<file path="config.mk">
export PLATFORM = sky130hd
export DESIGN_NAME = fetch_unit
export DESIGN_NICKNAME = d
export VERILOG_FILES = /design/src/rtl/fetch_unit.sv
export SDC_FILE = /design/constraint.sdc
export NUM_CORES = 1
export LEC_CHECK = 0
export BUFFER_PORTS_ARGS = -buffer_cell sky130_fd_sc_hd__buf_2
export CORE_ASPECT_RATIO = 1.25
export CORE_UTILIZATION = 55
export CTS_BUF_LIST = sky130_fd_sc_hd__clkbuf_8
export DETAILED_ROUTE_END_ITERATION = 8
export GPL_TIMING_DRIVEN = 0
export PLACE_DENSITY = 0.8
export SLEW_MARGIN = 40
export SYNTH_ARGS = -nofsm -noshare
export SYNTH_HDL_FRONTEND = slang
export SYNTH_SLANG_ARGS = --single-unit
</file>
<file path="constraint.sdc">
create_clock -name clk -period 16.08 [get_ports clk]
set_input_delay 3.216 -clock clk [delete_from_list [all_inputs] [get_ports clk]]
set_output_delay 3.216 -clock clk [all_outputs]
set_load 0.1 [all_outputs]
</file>
<file path="src/rtl/fetch_unit.sv">
// rtl/fetch_unit.sv - instruction fetch stage: PC, imem requests, instruction buffer
//
// Owns the fetch PC, issues word requests to instruction memory under a
// credit limit, buffers returned words in a small registered FIFO and hands
// {instr, pc} to decode over a valid/ready handshake. Redirects from execute
// flush the buffer and discard responses that are already in flight.
//
// Optional feature macro: FETCH_MISALIGN_CHK_EN
//   defined   : a misaligned redirect target queues one fault entry
//               {instr=0x13, pc=target, fault=1} and halts fetching until
//               the next redirect or reset.
//   undefined : redirect_pc[1:0] is ignored, out_fault is tied to 0.
//
// Parameters:
//   RESET_PC         PC loaded on reset
//   FIFO_DEPTH       buffer entries (power of 2, >= 2); also the cap on
//                    outstanding requests + buffered entries
//
// Ports:
//   clk, rst                      clock, synchronous active-high reset
//   imem_req_valid/ready/addr     fetch request channel (addr word aligned)
//   imem_resp_valid/data          in-order response, no backpressure
//   redirect_valid/pc             taken branch/jump pulse and target
//   out_valid/ready               handshake towards decode
//   out_instr, out_pc, out_fault  head of the instruction buffer

module fetch_unit #(
  parameter logic [31:0] RESET_PC   = 32'h0000_0000,
  parameter int          FIFO_DEPTH = 2
) (
  input  logic        clk,
  input  logic        rst,
  output logic        imem_req_valid,
  input  logic        imem_req_ready,
  output logic [31:0] imem_req_addr,
  input  logic        imem_resp_valid,
  input  logic [31:0] imem_resp_data,
  input  logic        redirect_valid,
  input  logic [31:0] redirect_pc,
  output logic        out_valid,
  input  logic        out_ready,
  output logic [31:0] out_instr,
  output logic [31:0] out_pc,
  output logic        out_fault
);

  localparam int PW = $clog2(FIFO_DEPTH);
  localparam int CW = $clog2(FIFO_DEPTH + 1);
  localparam int SW = CW + 1;

  // Architectural state
  logic [31:0]   r_pc;
  logic [CW-1:0] r_outstanding;
  logic [CW-1:0] r_drop;

  // Instruction buffer
  logic [31:0]   r_fifo_instr [FIFO_DEPTH];
  logic [31:0]   r_fifo_pc    [FIFO_DEPTH];
  logic [PW-1:0] r_rd_ptr;
  logic [PW-1:0] r_wr_ptr;
  logic [CW-1:0] r_count;

  // PCs of the requests currently in flight, oldest first
  logic [31:0]   r_rq_pc [FIFO_DEPTH];
  logic [PW-1:0] r_rq_rd;
  logic [PW-1:0] r_rq_wr;

  logic          w_nonempty;
  logic          w_pop;
  logic          w_fire;
  logic          w_push;
  logic          w_halt;
  logic [SW-1:0] w_credit_used;
  logic [31:0]   w_redirect_target;

  // Low two bits are dropped here; the misalign check looks at them separately.
  assign w_redirect_target = redirect_pc & 32'hFFFF_FFFC;

`ifdef FETCH_MISALIGN_CHK_EN
  typedef enum logic {ST_FETCH, ST_HALT} state_t;

  state_t      r_state;
  state_t      w_state_next;
  logic        w_misalign;
  logic        r_fifo_fault [FIFO_DEPTH];

  assign w_misalign = redirect_valid && (redirect_pc[1:0] != 2'b00);

  always_ff @(posedge clk) begin
    if (rst) r_state <= ST_FETCH;
    else     r_state <= w_state_next;
  end

  // Any redirect decides the new state; a misaligned one parks the unit.
  always_comb begin
    w_state_next = r_state;
    if (redirect_valid) begin
      w_state_next = w_misalign ? ST_HALT : ST_FETCH;
    end
  end

  assign w_halt = (r_state == ST_HALT);
`else
  assign w_halt = 1'b0;
`endif

  assign w_nonempty = (r_count != '0);
  assign out_valid  = w_nonempty && !redirect_valid;
  assign w_pop      = out_valid && out_ready;

  // The entry leaving this cycle frees its slot immediately, which is what
  // lets a single-cycle memory sustain one instruction per clock.
  assign w_credit_used = SW'(r_outstanding) + SW'(r_count) - SW'(w_pop);

  assign imem_req_valid = !rst && !redirect_valid && !w_halt &&
                          (w_credit_used < SW'(FIFO_DEPTH));
  assign imem_req_addr  = r_pc;
  assign w_fire         = imem_req_valid && imem_req_ready;

  // Responses landing in a redirect cycle or while stale ones are pending are dropped.
  assign w_push = imem_resp_valid && !redirect_valid && (r_drop == '0);

  assign out_instr = w_nonempty ? r_fifo_instr[r_rd_ptr] : 32'h0;
  assign out_pc    = w_nonempty ? r_fifo_pc[r_rd_ptr]    : 32'h0;
`ifdef FETCH_MISALIGN_CHK_EN
  assign out_fault = w_nonempty ? r_fifo_fault[r_rd_ptr] : 1'b0;
`else
  assign out_fault = 1'b0;
`endif

  // PC
  always_ff @(posedge clk) begin
    if (rst) begin
      r_pc <= RESET_PC & 32'hFFFF_FFFC;
    end else if (redirect_valid) begin
      r_pc <= w_redirect_target;
    end else if (w_fire) begin
      r_pc <= r_pc + 32'd4;
    end
  end

  // Outstanding and drop counters
  always_ff @(posedge clk) begin
    if (rst) begin
      r_outstanding <= '0;
      r_drop        <= '0;
    end else begin
      r_outstanding <= r_outstanding + CW'(w_fire) - CW'(imem_resp_valid);
      if (redirect_valid) begin
        // Everything still in flight is stale, including a response arriving now.
        r_drop <= r_outstanding - CW'(imem_resp_valid);
      end else if (imem_resp_valid && (r_drop != '0)) begin
        r_drop <= r_drop - CW'(1);
      end
    end
  end

  // In-flight request PC queue; occupancy always equals r_outstanding
  always_ff @(posedge clk) begin
    if (rst) begin
      r_rq_rd <= '0;
      r_rq_wr <= '0;
    end else begin
      if (w_fire)          r_rq_wr <= r_rq_wr + PW'(1);
      if (imem_resp_valid) r_rq_rd <= r_rq_rd + PW'(1);
    end
  end

  always_ff @(posedge clk) begin
    if (w_fire) r_rq_pc[r_rq_wr] <= r_pc;
  end

  // Instruction buffer pointers and count
  always_ff @(posedge clk) begin
    if (rst) begin
      r_rd_ptr <= '0;
      r_wr_ptr <= '0;
      r_count  <= '0;
    end else if (redirect_valid) begin
      r_rd_ptr <= '0;
`ifdef FETCH_MISALIGN_CHK_EN
      if (w_misalign) begin
        r_wr_ptr <= PW'(1);
        r_count  <= CW'(1);
      end else begin
        r_wr_ptr <= '0;
        r_count  <= '0;
      end
`else
      r_wr_ptr <= '0;
      r_count  <= '0;
`endif
    end else begin
      if (w_push) r_wr_ptr <= r_wr_ptr + PW'(1);
      if (w_pop)  r_rd_ptr <= r_rd_ptr + PW'(1);
      r_count <= r_count + CW'(w_push) - CW'(w_pop);
    end
  end

  // Instruction buffer storage (data path, not reset)
  always_ff @(posedge clk) begin
`ifdef FETCH_MISALIGN_CHK_EN
    if (w_misalign) begin
      // Fault marker carries a NOP word and the unmasked target.
      r_fifo_instr[0] <= 32'h0000_0013;
      r_fifo_pc[0]    <= redirect_pc;
      r_fifo_fault[0] <= 1'b1;
    end else if (w_push) begin
      r_fifo_instr[r_wr_ptr] <= imem_resp_data;
      r_fifo_pc[r_wr_ptr]    <= r_rq_pc[r_rq_rd];
      r_fifo_fault[r_wr_ptr] <= 1'b0;
    end
`else
    if (w_push) begin
      r_fifo_instr[r_wr_ptr] <= imem_resp_data;
      r_fifo_pc[r_wr_ptr]    <= r_rq_pc[r_rq_rd];
    end
`endif
  end

endmodule

</file>
==> results.toml, run 1 <==
[outcome]
status = "finished clean"

[power_and_ir_drop]
switching_power_uw = 372.9
powerDensity_nw_per_um2 = 118.3
pwr-share-clk_pct = 34.4
p_leak_uw = 0.004280
ir_drop_mv = 0.07895
p_int_uw = 961.2
p_sw_share_pct = 27.95
seqPwrFrac_pct = 51.0
pwr-share-comb_pct = 14.5

[final_layout]
final_cell_mix = "184 x edfxtp_1, 178 x buf_2, 93 x nor2_1, 63 x mux2i_1, 42 x dfxtp_1"
layout_commonest_cell = "edfxtp_1"
nets = 961
drive_gt1_share_pct = 32.60
n_antenna_cell = 0
fin_util_pct = 68.78
area_growth_pct = 20.56
final_cells = 1124
stdcell_area_sq_um = 11280

[min_path]
hold_class = "register to register"
hold_depth = 2
hold_start = "r_rq_rd"

[setup_path]
slowest_stage = "fa_1"
crit_family = "buffers and inverters"
setup.worst_path.end_class = "primary output"
crit_chain = "clkbuf_1 -> inv_1 -> clkbuf_1 -> a21boi_0 -> o21ai_0 -> fa_1 -> xor2_1 -> and3_1 -> buf_2"
crit_path_max_fanout = 10
regToRegSetupSlack_ns = 12.60
path_common_cell = "clkbuf_1"
reg2reg_from = "r_count[1]"
path_buf_inv = 4
ff2ff_path_depth = 13
max_stage_delay_ns = 0.44
start_kind = "input port"
r2r_end = "r_outstanding[0]"
crit_type = "input port to primary output"
worstPathArrival_ns = 5.51
required_ns = 12.86

[clocking]
cts_max_level = 2
cts_made_buffers = 34
cts.sinks = 226
post_cts_buffers = 0
cts_tree = "yes"
cts-resized-gates = 0
clk_pin_slew_ns = 0.06
clk_latency_ns = 0.50
clockBufferDepth = 3
clock-root-buffer = "clkbuf_8"
postCtsHoldBufs = 0

[global_routing]
overflow = 0
gr-usage-all-layers_pct = 22.68
grt_max_degree = 31
grt_first_pass_wirelength_mm = 31.03
antenna_found_initial = 0
grt_pass1_vias = 6093

[sta]
tns_ns = 0
rsz0062_at_grt = "false"
finalSetupViolations = 0
worst_slack_ns = 7.356
period_share_pct = 54.25
fmax_ghz = 0.1146
fin_crit_ns = 8.724
worstMarginPinSlew_ns = 0.7426
hold_viol = 0
slew_headroom_pct = 50.49
fin_skew_ns = 0.01657
slew_viol_final = 0

[die]
core_sq_um = 16400
die_width_um = 118.6
die_y_um = 147.8
die_area_sq_um = 17540
initial_utilization_pct = 57.05
ios = 169
num_rows = 52

[synthesis]
avgSynthCellArea_sq_um = 14.11
synth_ff_type = "edfxtp_1"
synthArstFlopShare_pct = 0
yosys_warnings = 0
synth_edf_count = 184
synthDistinctLibCells = 54
synth_seq_area_share_pct = 68.06
mappedNetlistArea_sq_um = 9354
syn_inst = 663
ys_ff_latch = 226

[drt]
ant_nets = 0
drtIter0Drc = 433
drcViolationCount = 0
vias = 6089
wl_per_cell_um = 17.52
viasPerCell = 5.417
wl_mm = 19.69
drt_pass1_iterations = 6

[flow_run]
drv_cap = 0

[place]
dp_hpwl_mm = 14.08
post-place-ws_ns = 7.367
placed_area_sq_um = 10600
port_buffers = 159
dp_cells = 1063
gp_congestion = 0.9104
==> cell usage after synthesis (2+ instances only) <==
master / number / share of area [%]
nand3_2: 2 / 0.21
and2_1: 9 / 0.60
inv_1: 10 / 0.40
a32oi_1: 5 / 0.47
mux2_2: 30 / 3.6
o21ai_0: 9 / 0.48
mux2i_1: 63 / 6.7
and4_1: 2 / 0.19
dfxtp_1: 42 / 9.0
nor3_1: 7 / 0.37
nor2_1: 95 / 3.8
mux2_1: 4 / 0.48
o21ai_1: 4 / 0.21
nand4_1: 8 / 0.54
edfxtp_1: 184 / 59
clkbuf_1: 20 / 0.80
nor3_4: 3 / 0.52
a31oi_1: 13 / 0.87
nor4_2: 2 / 0.27
buf_2: 11 / 0.59
nor4_1: 3 / 0.20
xnor2_1: 10 / 0.94
ha_1: 7 / 0.94
nor4b_1: 2 / 0.19
a21oi_1: 19 / 1.0
nand3_1: 10 / 0.54
o311ai_1: 2 / 0.19
and3_1: 4 / 0.27
buf_4: 5 / 0.40
nand2_1: 25 / 1.0
o22ai_1: 9 / 0.60
xor2_1: 15 / 1.4
a211oi_1: 5 / 0.40
nand4_2: 2 / 0.27
buf_6: 2 / 0.24
nor2b_1: 2 / 0.13
==> metal layers <==
layer / up-vias / track usage [%] / wire length (um)
met5: - / 0 / 0
met1: 2873 / 26.94 / 7562
met4: 0 / 9.051 / 513
met3: 40 / 5.054 / 1511
met2: 277 / 39.94 / 10110
li1: 2899 / - / -
==> cell families (layout without fill, tap and decap cells) <==
group,Yosys count,count (layout),share of synthesized area [%]
AO/OA/AOI/OAI,71,71,4.695
AND/OR/NAND/NOR,185,185,10.37
adder cells (fa/ha/maj),8,8,1.150
flip-flops,226,226,68.06
multiplexers,97,97,10.83
XOR/XNOR,25,25,2.341
other,1,5,0.04009
buffers and inverters,50,291,2.515
==> how the worst max path moves through the flow <==
stage	startpoint	to	slack [ns]	depth (start not counted)
CTS	redirect_valid	imem_req_valid	7.36	9
detailed placement	redirect_valid	imem_req_valid	7.37	9
global route	redirect_valid	imem_req_valid	7.18	9
finish	redirect_valid	imem_req_valid	7.36	9
global placement	redirect_valid	r_fifo_pc[1][27]	4.52	4
floorplan	redirect_valid	r_fifo_instr[1][0]	7.16	4
==> power by group through the flow <==
stage          clock [uW]  sequential, uW  combinational, uW
4_1_cts               468             681                194
3_3_place_gp            0             695                185
6_report              459             681                194
3_5_place_dp            0             693                193
2_1_floorplan           0             725                114
5_1_grt               492             683                205
==> tightest hold or removal path, delay by kind of cell (launching register included) <==
family | cells | cell delay, ns
flops | 1 | 0.33
xor+xnor | 1 | 0.09
simple gates | 1 | 0.08
==> state kept, by name, summed over array words and instances, names as in the netlist, named ones only <==
signal	count
r_fifo_instr	64
r_rq_pc	60
r_rq_rd	1
r_wr_ptr	1
r_fifo_pc	60
r_drop	2
r_outstanding	2
r_count	2
r_rd_ptr	1
imem_req_addr	30
r_rq_wr	1
==> through the flow <==
step | hold slack, ns | total power (uW)
6_report | 0.5288 | 1334
5_1_grt | 0.5486 | 1381
4_1_cts | 0.5188 | 1343
3_5_place_dp | 0.4996 | 886.5
3_3_place_gp | 0.4980 | 880.1
2_1_floorplan | 0.4799 | 839.8
==> layout make-up <==
class	count	area [sq um]
Sequential cell	226	6366
Timing Repair Buffer	180	940.9
Inverter	11	41.29
Tap cell	216	270.3
Clock inverter	20	111.4
Clock buffer	41	564.3
Buffer	39	193.9
Fill cell	1208	5119
Multi-Input combinational cell	391	2789
Power figures use the tool's default switching activity.
==> run 2: changes to the inputs <==
ABC_AREA = 1   (was unset)
CORE_UTILIZATION = 52   (was 55)
PLACE_DENSITY = 0.79   (was 0.8)
clock period = 7.8 ns   (was 16.08 ns; I/O delays follow)
==> run 2 against run 1 <==
Sequential share of layout area down 1.9 points. Clock power increased by 110%. Critical path depth is 3 higher. Synthesized cell count grew 37%. Sequential power grew 100%. Register-to-register slack worse by 8.1 ns. Clock skew grew 0.0028 ns. Wire length grew 9.8%. Die area is 9.7% higher. Critical path type unchanged.
==> results.toml, run 2 <==
[final_layout]
drive_gt1_share_pct = 24.54
regMostFlops = "r_fifo_instr"
fill_cells = 1427
fin_util_pct = 64.18
area_growth_pct = 20.03
largest_reg_flops = 64
final_cell_mix = "269 x nand2_1, 184 x edfxtp_1, 165 x buf_2, 96 x a21oi_1, 75 x inv_1"
layout_commonest_cell = "nand2_1"
reg_top3 = "r_fifo_instr: 64 flops, r_fifo_pc: 60 flops, r_rq_pc: 60 flops"
nets = 1198
n_antenna_cell = 0
stdcell_area_sq_um = 11660

[synthesis]
synth_most_common_cell = "nand2_1"
syn_inst = 911
synth_top_area_share_pct = 56.88
ys_ff_latch = 226
mappedNetlistArea_sq_um = 9714
synth_edf_count = 184
yosysTopAreaCell = "edfxtp_1"
synth_ff_type = "edfxtp_1"
synthTopCellsByArea = "edfxtp_1 57%, nand2_1 10%, dfxtp_1 8.7%"
yosys-top-cells-count = "269 x nand2_1, 184 x edfxtp_1, 96 x a21oi_1"
yosys_warnings = 0
synthArstFlopShare_pct = 0
avgSynthCellArea_sq_um = 10.66
synth_seq_area_share_pct = 65.53
synthDistinctLibCells = 32

[drt]
vias = 7082
viasPerCell = 5.158
wl_mm = 21.62
wl_per_cell_um = 15.74
drt_pass1_iterations = 5
drtIter0Drc = 306
drcViolationCount = 0
ant_nets = 0

[power_and_ir_drop]
pwr-share-clk_pct = 35.4
power_uw = 2684
p_leak_uw = 0.004742
p_int_uw = 1942
powerDensity_nw_per_um2 = 230.2
seqPwrFrac_pct = 51.5
p_sw_share_pct = 27.64
ir_drop_mv = 0.1950
pwr-share-comb_pct = 13.1
switching_power_uw = 741.9

[sta]
hold_viol = 0
finalSetupViolations = 0
fin_skew_ns = 0.01941
worstMarginPinSlew_ns = 0.6215
fin_crit_ns = 5.025
period_share_pct = 64.43
slew_headroom_pct = 58.52
fmax_ghz = 0.1990
slew_viol_final = 0
tns_ns = 0
rsz0062_at_grt = "false"
holdWs_ns = 0.4864

[outcome]
status = "finished clean"

[setup_path]
crit_path_max_fanout = 8
required_ns = 6.24
start_kind = "input port"
setup.worst_path.end_class = "primary output"
worstPathArrival_ns = 3.47
crit_type = "input port to primary output"

[clocking]
cts-resized-gates = 0
cts.sinks = 226
cts_max_level = 2
clockBufferDepth = 3
clk_pin_slew_ns = 0.07
clk_latency_ns = 0.49
cts_made_buffers = 35
post_cts_buffers = 0
postCtsHoldBufs = 0
clock-root-buffer = "clkbuf_8"
cts_tree = "yes"

[place]
dp_hpwl_mm = 15.40
placed_area_sq_um = 10990
gp_congestion = 0.8953
port_buffers = 160

[die]
die_y_um = 154.8
die_width_um = 124.3
die_area_sq_um = 19240
core_sq_um = 18170
num_rows = 55
ios = 169
initial_utilization_pct = 53.47

[global_routing]
overflow = 0
gr-usage-all-layers_pct = 22.47
grt_first_pass_wirelength_mm = 34.33
grt_max_degree = 22
grt_pass1_vias = 7050
antenna_found_initial = 0

[min_path]
hold_class = "register to register"

[flow_run]
drv_cap = 0
run 2: routing by layer:
metal / vias to the layer above / wire [um] / track usage (%)
met5: - / 0 / 0
met4: 0 / 599 / 9.696
met3: 44 / 1126 / 3.459
met2: 238 / 11260 / 40.54
met1: 3311 / 8629 / 26.54
li1: 3489 / - / -
run 2: power groups by stage:
stage               logic [uW]  registers [uW]  clock network [uW]
CTS                        352            1380                 970
detailed placement         351            1410                   0
global placement           335            1410                   0
global route               373            1390                1020
floorplan                  203            1470                   0
finish                     351            1380                 951
run 2: through the flow:
step	setup slack (ns)	std cells
finish	2.775	1373
global route	2.625	1373
CTS	2.785	1373
detailed placement	2.795	1311
global placement	1.196	1303
floorplan	2.190	915
run 2: critical path, stage by stage:
cell and delay [ns]:
buf_6 0.12, nor3b_2 0.29, nand2_1 0.08, inv_1 0.10
o21ai_0 0.11, fa_1 0.39, inv_1 0.07, nand2_1 0.05
nand2_1 0.12, inv_1 0.07, nor2_1 0.07, buf_2 0.42
run 2: final cells by class:
| cell class | count | area [sq um] | area share (%) |
|---|---|---|---|
| Multi-Input combinational cell | 574 | 2918 | 25.02 |
| Inverter | 73 | 274.0 | 2.350 |
| Clock buffer | 37 | 509.2 | 4.367 |
| Clock inverter | 25 | 160.2 | 1.374 |
| Buffer | 42 | 201.4 | 1.728 |
| Tap cell | 228 | 285.3 | 2.447 |
| Timing Repair Buffer | 168 | 945.9 | 8.112 |
| Sequential cell | 226 | 6366 | 54.60 |
run 2: kinds of logic (layout without fill, tap and decap cells):
family	Yosys count	in the layout	synth area share, %
mux	30	30	3.478
xor+xnor	14	14	1.262
compound gates	114	114	6.105
flops	226	226	65.53
buf+inv	115	345	4.894
simple gates	403	403	17.58
other cells	1	5	0.03860
fa+ha+maj	8	8	1.108
run 2: final timing paths:
check             slack (ns)  cells past startpoint               end            from
setup / recovery        2.77                     12    imem_req_valid  redirect_valid
hold / removal          0.49                      2          r_rd_ptr        r_rd_ptr
setup reg to reg        4.51                     14  r_outstanding[1]      r_count[0]
hold reg to reg         0.49                      2          r_rd_ptr        r_rd_ptr
==> run 3: changes to the inputs <==
ABC_AREA = 0   (was 1)
CORE_UTILIZATION = 55   (was 52)
PLACE_DENSITY = 0.8   (was 0.79)
clock period = 4.92 ns   (was 7.8 ns; I/O delays follow)
==> run 3 against run 2 <==
Count of clock-buffer cells in the layout unchanged. Clock power up 44%. Sequential share of layout area up 2.1 points. Combinational power up 80%. Critical endpoint unchanged. Total power up 57%. Critical path depth down 3. Sequential cell count unchanged. First-iteration DRC count up 7.5%. Clock skew down 0.0089 ns. Register-to-register slack worse by 3.1 ns. Utilization up 4.4 points. Hold slack better by 0.031 ns.
==> results.toml, run 3 (synthesized netlist as in run 1, its figures left out) <==
[die]
initial_utilization_pct = 57.05
die_area_sq_um = 17540
num_rows = 52
ios = 169
die_y_um = 147.8
die_width_um = 118.6
core_sq_um = 16400

[final_layout]
regMostFlops = "r_fifo_instr"
nets = 953
reg_top3 = "r_fifo_instr: 64 flops, r_fifo_pc: 60 flops, r_rq_pc: 60 flops"
final_cells = 1115
largest_reg_flops = 64
final_cell_mix = "184 x edfxtp_1, 170 x buf_2, 94 x nor2_1, 63 x mux2i_1, 42 x dfxtp_1"
n_antenna_cell = 0
drive_gt1_share_pct = 31.59
layout_commonest_cell = "edfxtp_1"
area_growth_pct = 20.13

[setup_path]
slowest_stage = "fa_1"
required_ns = 3.94
worstPathArrival_ns = 3.28
reg2reg_from = "r_count[1]"
regToRegSetupSlack_ns = 1.42
crit_type = "input port to primary output"
ff2ff_path_depth = 13
setup.worst_path.end_class = "primary output"
crit_start = "redirect_valid"
r2r_end = "r_outstanding[0]"
path_common_cell = "clkbuf_1"
max_stage_delay_ns = 0.45
crit_path_max_fanout = 10
crit_chain = "clkbuf_1 -> inv_1 -> clkbuf_1 -> a21boi_0 -> o21ai_0 -> fa_1 -> xor2_1 -> and3_1 -> buf_2"
endpoint = "imem_req_valid"
start_kind = "input port"

[drt]
wl_per_cell_um = 17.13
drtIter0Drc = 329
drcViolationCount = 0
wl_mm = 19.10
ant_nets = 0
drt_pass1_iterations = 4
vias = 6031
viasPerCell = 5.409

[clocking]
cts_made_buffers = 34
cts_max_level = 2
clk_latency_ns = 0.50
clk_pin_slew_ns = 0.06
postCtsHoldBufs = 0
cts_tree = "yes"
cts-resized-gates = 0
clock-root-buffer = "clkbuf_8"
post_cts_buffers = 0
clockBufferDepth = 3
cts.sinks = 226

[sta]
worst_slack_ns = 0.6551
fin_skew_ns = 0.01050
rsz0062_at_grt = "false"
fin_crit_ns = 4.265
finalSetupViolations = 0
slew_headroom_pct = 48.43
worstMarginPinSlew_ns = 0.7708
slew_viol_final = 0
period_share_pct = 86.68
fmax_ghz = 0.2345
hold_viol = 0

[outcome]
status = "finished clean"

[global_routing]
overflow = 0
grt_max_degree = 31
gr-usage-all-layers_pct = 21.83
grt_first_pass_wirelength_mm = 29.85
grt_pass1_vias = 5906
antenna_found_initial = 0

[power_and_ir_drop]
powerDensity_nw_per_um2 = 376.2
p_leak_uw = 0.004232
power_uw = 4228
ir_drop_mv = 0.2325

[flow_run]
drv_cap = 0

[place]
port_buffers = 159
gp_congestion = 0.8940
dp_cells = 1055
post-place-ws_ns = 0.4809
dp_hpwl_mm = 13.61

[min_path]
hold_depth = 2
hold_class = "register to register"
run 3: layer usage:
layer | track usage (%) | up-vias | part of all wire (%)
li1 | - | 2889 | -
met4 | 9.557 | 0 | 2.3
met5 | 0 | - | 0
met1 | 25.97 | 2868 | 40
met2 | 38.65 | 234 | 51
met3 | 4.012 | 40 | 6.5
run 3: where the power goes:
part,switching [uW],internal [uW]
Clock,671,698
Sequential,57.8,2170
Combinational,468,166
Total,1200,3030
run 3: worst min path at each step:
stage                      startpoint             end  slack [ns]
floorplan                     r_rq_rd        register        0.48
global placement              r_rq_rd         r_rq_rd        0.50
detailed placement            r_rq_rd        register        0.50
CTS                           r_rq_rd        register        0.52
global route        imem_req_addr[13]  r_rq_pc[0][13]        0.54
finish                        r_rq_rd        register        0.52
run 3: stage by stage:
stage | instance area [sq um] | hold slack, ns | TNS, ns | utilization, %
2_1_floorplan | 9379 | 0.4799 | 0 | -
3_5_place_dp | 10620 | 0.5006 | 0 | 64.77
3_3_place_gp | 10450 | 0.4983 | -157.30 | 63.71
4_1_cts | 11240 | 0.5173 | 0 | 68.54
5_1_grt | 11240 | 0.5378 | 0 | 68.54
6_report | 11240 | 0.5178 | 0 | 68.54
run 3: worst max-delay path: cells and delay by family:
family	cells	cell delay [ns]
adder cells (fa/ha/maj)	1	0.45
XOR/XNOR	1	0.17
AND/OR/NAND/NOR	1	0.18
AO/OA/AOI/OAI	2	0.34
buffers and inverters	4	1.16
run 3: layout make-up:
cell class	count	area (sq um)
Inverter	11	41.29
Sequential cell	226	6366
Clock buffer	37	509.2
Fill cell	1226	5159
Multi-Input combinational cell	391	2799
Buffer	39	193.9
Tap cell	216	270.3
Timing Repair Buffer	172	949.7
Clock inverter	23	107.6
